File: config.mk
export PLATFORM = sky130hd
export DESIGN_NAME = wb_port_arbiter
export DESIGN_NICKNAME = d
export VERILOG_FILES = /design/src/rtl/wb_pkg.sv /design/src/rtl/wb_fifo.sv /design/src/rtl/wb_port_arbiter.sv
export SDC_FILE = /design/constraint.sdc
export NUM_CORES = 1
export LEC_CHECK = 0
export BUFFER_PORTS_ARGS = -buffer_cell sky130_fd_sc_hd__buf_4
export CORE_MARGIN = 5
export CORE_UTILIZATION = 35
export CTS_BUF_LIST = sky130_fd_sc_hd__clkbuf_8
export CTS_CLUSTER_DIAMETER = 200
export DETAILED_ROUTE_END_ITERATION = 10
export PLACE_DENSITY = 0.56
export SLEW_MARGIN = 10
export SYNTH_ARGS = -nofsm -noshare
export SYNTH_HDL_FRONTEND = slang
export SYNTH_SLANG_ARGS = --single-unit
File: constraint.sdc
create_clock -name clk -period 5.2 [get_ports clk]
set_input_delay 1.56 -clock clk [delete_from_list [all_inputs] [get_ports clk]]
set_output_delay 1.56 -clock clk [all_outputs]
set_load 0.01 [all_outputs]
File: src/rtl/wb_pkg.sv
// Shared types and constants for the writeback-port arbiter and its result queue.
package wb_pkg;

  localparam int XLEN_DEF   = 32;
  localparam int REG_AW_DEF = 5;

  localparam logic [6:0] OP_LOAD   = 7'b0000011;
  localparam logic [6:0] OP_STORE  = 7'b0100011;
  localparam logic [6:0] OP_BRANCH = 7'b1100011;
  localparam logic [6:0] OP_IMM    = 7'b0010011;
  localparam logic [6:0] OP_OP     = 7'b0110011;
  localparam logic [6:0] OP_JUMP   = 7'b1101111;

  typedef enum logic {
    IDLE,
    LD_WAIT
  } state_t;

endpackage

File: src/rtl/wb_fifo.sv
// Small synchronous in-order FIFO holding displaced {rd, data} ALU results; flushed by rst.
module wb_fifo #(
  parameter  int W     = 37,
  parameter  int DEPTH = 2,
  localparam int AW    = $clog2(DEPTH)
) (
  input  logic         clk,
  input  logic         rst,
  input  logic         push,
  input  logic         pop,
  input  logic [W-1:0] din,
  output logic         full,
  output logic         empty,
  output logic [AW:0]  count,
  output logic [W-1:0] head
);

  logic [W-1:0]  mem [DEPTH];
  logic [AW-1:0] wr_ptr;
  logic [AW-1:0] rd_ptr;

  // NOTE: storage is deliberately not reset; only pointers and count define validity.
  always_ff @(posedge clk) begin
    if (push) mem[wr_ptr] <= din;
  end

  // NOTE: sequential state uses non-blocking assignments so every register samples pre-edge values.
  always_ff @(posedge clk) begin
    if (rst) begin
      wr_ptr <= '0;
      rd_ptr <= '0;
      count  <= '0;
    end else begin
      if (push) wr_ptr <= wr_ptr + 1'b1;
      if (pop)  rd_ptr <= rd_ptr + 1'b1;
      case ({push, pop})
        2'b10:   count <= count + 1'b1;
        2'b01:   count <= count - 1'b1;
        default: count <= count;
      endcase
    end
  end

  assign full  = (count == (AW+1)'(DEPTH));
  assign empty = (count == '0);
  assign head  = mem[rd_ptr];

endmodule

File: src/rtl/wb_port_arbiter.sv
// Writeback port arbiter: load returns win the register-file write port, ALU results queue behind.
// Optional build macro WB_PERF_EN adds the perf_conflicts counter output.
module wb_port_arbiter
  import wb_pkg::*;
#(
  parameter int XLEN   = XLEN_DEF,
  parameter int REG_AW = REG_AW_DEF,
  parameter int QDEPTH = 2
) (
  input  logic              clk,
  input  logic              rst,
  input  logic              alu_valid,
  input  logic [REG_AW-1:0] alu_rd,
  input  logic [XLEN-1:0]   alu_data,
  input  logic              ld_issue,
  input  logic [REG_AW-1:0] ld_rd,
  input  logic              done,
  input  logic [XLEN-1:0]   dcache_out,
  output logic              wb_enable,
  output logic [REG_AW-1:0] wb_rd_addr,
  output logic [XLEN-1:0]   wb_rd_data,
  output logic              stall
`ifdef WB_PERF_EN
  ,
  output logic [31:0]       perf_conflicts
`endif
);

  localparam int CW = $clog2(QDEPTH) + 1;
  localparam int EW = REG_AW + XLEN;

  state_t            state, state_nx;
  logic [REG_AW-1:0] ld_rd_q, ld_rd_nx;

  logic          ld_sel, ld_accept, alu_accept, alu_direct;
  logic          q_push, q_pop, q_full, q_empty;
  logic [CW-1:0] q_count;
  logic [EW-1:0] q_head;

  logic              sel_upd, sel_en;
  logic [REG_AW-1:0] sel_rd;
  logic [XLEN-1:0]   sel_data;

  wb_fifo #(.W(EW), .DEPTH(QDEPTH)) u_fifo (
    .clk   (clk),
    .rst   (rst),
    .push  (q_push),
    .pop   (q_pop),
    .din   ({alu_rd, alu_data}),
    .full  (q_full),
    .empty (q_empty),
    .count (q_count),
    .head  (q_head)
  );

  assign ld_sel     = (state == LD_WAIT) && done;
  assign ld_accept  = ld_issue && ((state == IDLE) || ld_sel);
  assign alu_accept = alu_valid && !q_full;
  assign stall      = (q_count == CW'(QDEPTH)) || ((state == LD_WAIT) && ld_issue && !done);

  // NOTE: every always_comb output gets a default first, so no path can infer a latch.
  always_comb begin
    sel_upd    = 1'b0;
    sel_en     = 1'b0;
    sel_rd     = '0;
    sel_data   = '0;
    q_pop      = 1'b0;
    alu_direct = 1'b0;
    if (ld_sel) begin
      sel_upd  = 1'b1;
      sel_en   = |ld_rd_q;
      sel_rd   = ld_rd_q;
      sel_data = dcache_out;
    end else if (!q_empty) begin
      sel_upd            = 1'b1;
      sel_en             = 1'b1;
      {sel_rd, sel_data} = q_head;
      q_pop              = 1'b1;
    end else if (alu_accept) begin
      sel_upd    = 1'b1;
      sel_en     = |alu_rd;
      sel_rd     = alu_rd;
      sel_data   = alu_data;
      alu_direct = 1'b1;
    end
  end

  // rd==0 results are swallowed here, so the queue only ever holds real writes.
  assign q_push = alu_accept && !alu_direct && (|alu_rd);

  always_comb begin
    state_nx = state;
    ld_rd_nx = ld_rd_q;
    if (ld_accept) begin
      state_nx = LD_WAIT;
      ld_rd_nx = ld_rd;
    end else if (ld_sel) begin
      state_nx = IDLE;
    end
  end

  always_ff @(posedge clk) begin
    if (rst) begin
      state      <= IDLE;
      ld_rd_q    <= '0;
      wb_enable  <= 1'b0;
      wb_rd_addr <= '0;
      wb_rd_data <= '0;
    end else begin
      state     <= state_nx;
      ld_rd_q   <= ld_rd_nx;
      wb_enable <= sel_en;
      if (sel_upd) begin
        wb_rd_addr <= sel_rd;
        wb_rd_data <= sel_data;
      end
    end
  end

`ifdef WB_PERF_EN
  always_ff @(posedge clk) begin
    if (rst)                                 perf_conflicts <= '0;
    else if (q_push && (perf_conflicts != '1)) perf_conflicts <= perf_conflicts + 1'b1;
  end
`endif

  a_no_alu_when_full: assert property (@(posedge clk) disable iff (rst) !(alu_valid && q_full));

endmodule

# Yosys cells after proc, flatten, opt, wreduce, memory -nomap -nowiden
# Memories as Yosys holds them, arrays and structs flattened. A register that Yosys moved wholly into a read port is not among the register bits.
# Index checks and enable logic that the tools add are counted.
dict set report totals {
  reg_bits 48
  ram_bits 74
  inputBits 79
  output_inout_bits 39
  elab_cells 57
  n_memories 1
}
# memory words word_bits rd rd_ports_with_merged_regs write_ports line
set mem_list {}
lappend mem_list {u_fifo.mem 2 37 1 1 1 wb_fifo.sv:18} ;# logic [W-1:0] mem [DEPTH];
dict set report classes {
  addsub 4
  eq_ne 3
  n_mux 23
  bitwise_logic 1
  reduce_logical 17
}
# cell n
set ops {}
lappend ops {{32-bit 2-to-1 mux} 3}
lappend ops {{1-bit 2-to-1 mux} 16}
lappend ops {{5-bit 2-to-1 mux} 3}
lappend ops {{5-bit OR reduction} 2}
lappend ops {{1-bit logical AND} 7}
lappend ops {{2-bit equality test (second input constant)} 2}
lappend ops {{2-bit case mux with 2 select lines} 1}
lappend ops {{2-bit nonzero test} 2}
lappend ops {{1-bit zero test} 3}
lappend ops {{1-bit adder (second input constant)} 2}
lappend ops {{2-bit by 1-bit adder with 2-bit output (second input constant)} 1}
lappend ops {{2-bit by 1-bit equality test with 1-bit output (second input constant)} 1}
lappend ops {{2-bit zero test} 1}
lappend ops {{1-bit logical OR} 2}
lappend ops {{2-bit by 1-bit subtractor with 2-bit output (second input constant)} 1}
lappend ops {{1-bit NOT} 1}

# Depth between registers and ports, before layout
dict set report depth {
  ltp_word 11
  ltp_mapped 7
  ltp_nobuf 7
}

# By module
# Synthesis repeated with hierarchy kept, for this count alone.
dict set report hier_totals {
  cells_unflattened 344
  area_unflattened_um2 4913.5
}
# mod instances cells_per_inst area_each_um2 seq_area_each_um2
set modules_own_cells {}
lappend modules_own_cells {wb_fifo 1 137 2871.5 2322.2}
lappend modules_own_cells {wb_port_arbiter 1 207 2042.0 880.8}

# Least setup slack after synthesis
# No wires, ideal clock.
dict set report synth_path {
  path_type {input to register}
  startpoint {input alu_valid}
  endpoint {memory u_fifo.mem[1][0], enable pin}
  setup_ns 0.431
  t_arrival_ns 3.704
  required_ns 4.769
  setup_slack_ns 1.065
  path_stages 4
  path_buffers 1
  path_cell_list {buf_2 o211ai_2 or2_2 nor2_1}
}
dict set report synth_between {
  elab_chain_cells 9
}
# element line
set synth_rtl {}
lappend synth_rtl {{from (decl)} wb_port_arbiter.sv:12} ;# input logic alu_valid,
lappend synth_rtl {{1-bit logical AND (*)} wb_port_arbiter.sv:58} ;# assign alu_accept = alu_valid && !q_full;
lappend synth_rtl {{1-bit 2-to-1 mux} wb_port_arbiter.sv:79} ;# end else if (alu_accept) begin
lappend synth_rtl {{1-bit 2-to-1 mux} wb_port_arbiter.sv:74} ;# end else if (!q_empty) begin
lappend synth_rtl {{1-bit 2-to-1 mux} wb_port_arbiter.sv:69} ;# if (ld_sel) begin
lappend synth_rtl {{1-bit zero test} wb_port_arbiter.sv:89} ;# assign q_push = alu_accept && !alu_direct && (|alu_rd);
lappend synth_rtl {{1-bit logical AND (*) (2 in series)} wb_port_arbiter.sv:89}
lappend synth_rtl {{1-bit 2-to-1 mux (*)} wb_fifo.sv:24} ;# if (push) mem[wr_ptr] <= din;
lappend synth_rtl {{1-bit 2-to-1 mux (not written as such) (*)} wb_fifo.sv:24}
lappend synth_rtl {{to (decl)} wb_fifo.sv:18}
# Mark *: on every way between the ends. The rest lies on a longest branch, timed or not.

# Final worst setup path
dict set report layout_path {
  startpoint {input done}
  endpoint {output stall}
}
dict set report layout_between {
  elab_chain_cells 3
}
# element line
set layout_rtl {}
lappend layout_rtl {{from (decl)} wb_port_arbiter.sv:17} ;# input logic done,
lappend layout_rtl {{1-bit zero test} wb_port_arbiter.sv:59} ;# assign stall = (q_count == CW'(QDEPTH)) || ((state == LD_WAIT) && ld_issue && !done);
lappend layout_rtl {{1-bit logical AND} wb_port_arbiter.sv:59}
lappend layout_rtl {{1-bit logical OR} wb_port_arbiter.sv:59}
lappend layout_rtl {{to (decl)} wb_port_arbiter.sv:22} ;# output logic stall
# No other way between the ends.

==> impl_metrics.env <==
export IMPL_synthToLayoutAreaGrowth_pct=28.7
export IMPL_cts_buffers=17
export IMPL_post_route_period_util_pct=71.9
export IMPL_rr_startpoint="u_fifo.count[0]"
export IMPL_clockRootBuffer="clkbuf_8"
export IMPL_initial_core_util_pct=35.4
export IMPL_tightest_slew_ps=945
export IMPL_coreArea_um2=14400
export IMPL_fin_crit_ps=3740
export IMPL_layout_nets=573
export IMPL_num_vias=3559
export IMPL_portBuffers=117
export IMPL_path_clk_slew_ps=70
export IMPL_die_area_um2=17100
export IMPL_start_kind="input port"
export IMPL_cts_sinks=123
export IMPL_postRouteAntennaNets=0
export IMPL_synth_cell_types=32
export IMPL_cts_buffer_depth=2
export IMPL_critPathMaxFanout=3
export IMPL_drc_errors=0
export IMPL_syn_area_um2=5110
export IMPL_cts_tree="done"
export IMPL_power_density_nw_per_um2=545
export IMPL_io_pins=118
export IMPL_first_pass_iters=8
export IMPL_rsz0062_at_grt="no"
export IMPL_syn_nets=462
export IMPL_min_path_type="reg2reg"
export IMPL_crit_arrival_ps=2180
export IMPL_gr_total_overflow=0
export IMPL_fin_util_pct=45.6
export IMPL_place_gp_congestion=0.704
export IMPL_skew_ps=7.44
export IMPL_layout_setup_ws_ps=1460
export IMPL_synth_ff_type="edfxtp_1"
export IMPL_synth_avg_cell_area_um2=13.4
export IMPL_pre_cts_ws_ps=1260
export IMPL_vias_per_cell=5.16
export IMPL_antenna_cells=0
export IMPL_drtIter0Drc=385
export IMPL_dp_hpwl_mm=7.96
export IMPL_status="finished, final reports clean"
export IMPL_die_h_um=131
export IMPL_clk_latency_ps=430
export IMPL_wl_mm=12.8
export IMPL_yosysSeqAreaShare_pct=62.7
export IMPL_grt_pass1_wl_mm=19.4
export IMPL_row_count=44
export IMPL_grt_total_usage_pct=15.2
export IMPL_synth_top_cell_area_share_pct=43.5
export IMPL_hold_path_depth=2
export IMPL_power_mw=3.59
export IMPL_leakagePower_nw=2.67
export IMPL_die_x_um=131
export IMPL_max_freq_ghz=0.268
export IMPL_post_cts_buffers=0
export IMPL_setup_worst_path_class="in2out"
export IMPL_cp_end_kind="output pin"
export IMPL_r2r_slack_ps=2610
export IMPL_r2r_end="wb_rd_data[24]"
export IMPL_ys_async_sr_fraction_pct=0
export IMPL_wire_per_inst_um=18.5
export IMPL_ys_ff_latch=123
export IMPL_yosys_top_cells_area="edfxtp_1, dfxtp_1, mux2_4"
export IMPL_grt_pass1_vias=3648
export IMPL_placed_cell_area_um2=6110
export IMPL_drv_cap=0
export IMPL_cp_required_ps=3640
export IMPL_slew_headroom_pct=37.0
export IMPL_setup_tns_ps=0
export IMPL_ys_warn_count=0
export IMPL_holdBufCountCts=0
export IMPL_antenna_found_initial=0
export IMPL_finalSetupViolations=0
export IMPL_synth_edff_count=74
export IMPL_htreeDepth=4
export IMPL_syn_inst=382
export IMPL_yosysTopAreaCell="edfxtp_1"
export IMPL_hp_start="wb_rd_data[26]"
export IMPL_layout_drive_gt1_share_pct=38.7
export IMPL_ff2ff_path_depth=5
export IMPL_hold_end="wb_rd_data[26]"
export IMPL_ir_drop_mv=0.209
export IMPL_cts_repair_resized=0
export IMPL_stdcell_area_um2=6570
export IMPL_hold_violations=0
export IMPL_finalMaxSlewViolations=0
export IMPL_grt_max_degree=50
==> sequential cells by signal, summed over array words and instances (netlist names), named ones only <==
signal / flops
u_fifo.mem: 74
ld_rd_q: 5
wb_enable: 1
wb_rd_addr: 5
wb_rd_data: 32
u_fifo.count: 2
state: 1
u_fifo.wr_ptr: 1
u_fifo.rd_ptr: 1
==> layer usage <==
layer / wire length (um) / vias to the layer above / track usage [%]
li1: - / 1679 / -
met1: 5450 / 1726 / 19.5
met2: 6180 / 141 / 24.3
met3: 1020 / 13 / 5.04
met4: 129 / 0 / 4.72
met5: 0 / - / 0
==> area by class of cell <==
| class | count | area (um2) |
|---|---|---|
| Tap cell | 184 | 230 |
| Multi-Input combinational cell | 227 | 1750 |
| Timing Repair Buffer | 122 | 916 |
| Fill cell | 1337 | 7850 |
| Sequential cell | 123 | 3200 |
| Clock buffer | 21 | 289 |
| Clock inverter | 11 | 175 |
| Inverter | 2 | 7.51 |
==> worst max-delay path: stages <==
cell	delay, ps
buf_4	130
nor2b_1	170
nand2_1	80
nand2_1	110
buf_4	140
==> where the power goes <==
part	switching (mW)	internal (mW)	total [mW]	leakage, nW
sequential	0.0987	1.28	1.38	1.08
clock	0.357	0.614	0.971	0.251
combinational	0.651	0.585	1.24	1.34
==> stage by stage <==
step           cells  hold slack, ps
5_1_grt          690             512
4_1_cts          690             495
3_5_place_dp     658             479
2_1_floorplan    382             468
3_3_place_gp     658             474
6_report         690             490
==> cell usage in the layout (no fill, tap or decap), types with 2 or more instances in the layout <==
master / synthesis / routed
buf_4: 2 / 122
edfxtp_1: 74 / 74
nor2_1: 49 / 48
dfxtp_1: 49 / 48
nand2b_1: 40 / 39
nor3_1: 38 / 38
a222oi_1: 37 / 37
mux2_4: 30 / 30
clkbuf_8: 0 / 21
mux2_2: 7 / 7
inv_1: 2 / 5
mux2i_1: 5 / 5
bufinv_16: 0 / 5
nor2_4: 0 / 2
nand2_1: 2 / 2
or3_1: 2 / 2
xnor2_1: 2 / 2
a21oi_1: 2 / 2
clkinv_2: 0 / 2
==> synth_stat cells, types with 4 or more instances <==
cell	count
edfxtp_1	74
dfxtp_1	49
nor2_1	49
nand2b_1	40
nor3_1	38
a222oi_1	37
mux2_4	30
buf_2	15
clkbuf_1	7
mux2_2	7
mux2i_1	5
buf_6	4
==> kinds of logic after synthesis <==
group | after synthesis | share of synthesized area (%)
and+or+nand+nor | 137 | 13.4
DFF | 123 | 62.7
AOI/OAI and AO/OA | 44 | 8.30
muxes | 42 | 11.3
buffers and inverters | 32 | 3.45
xor gates and xnor gates | 3 | 0.514
adders and majority gates | 1 | 0.245
==> worst max path at each step <==
stage	start	endpoint	slack (ps)	cells past startpoint
after detailed placement	done	wb_rd_data[24]	1260	6
after CTS	done	stall	1470	5
after global routing	done	stall	1350	5
after floorplan	alu_valid	u_fifo.mem[1][0]	1070	4
final	done	stall	1460	5
after global placement	done	wb_rd_data[20]	1280	6
Power figures use the tool's default switching activity.
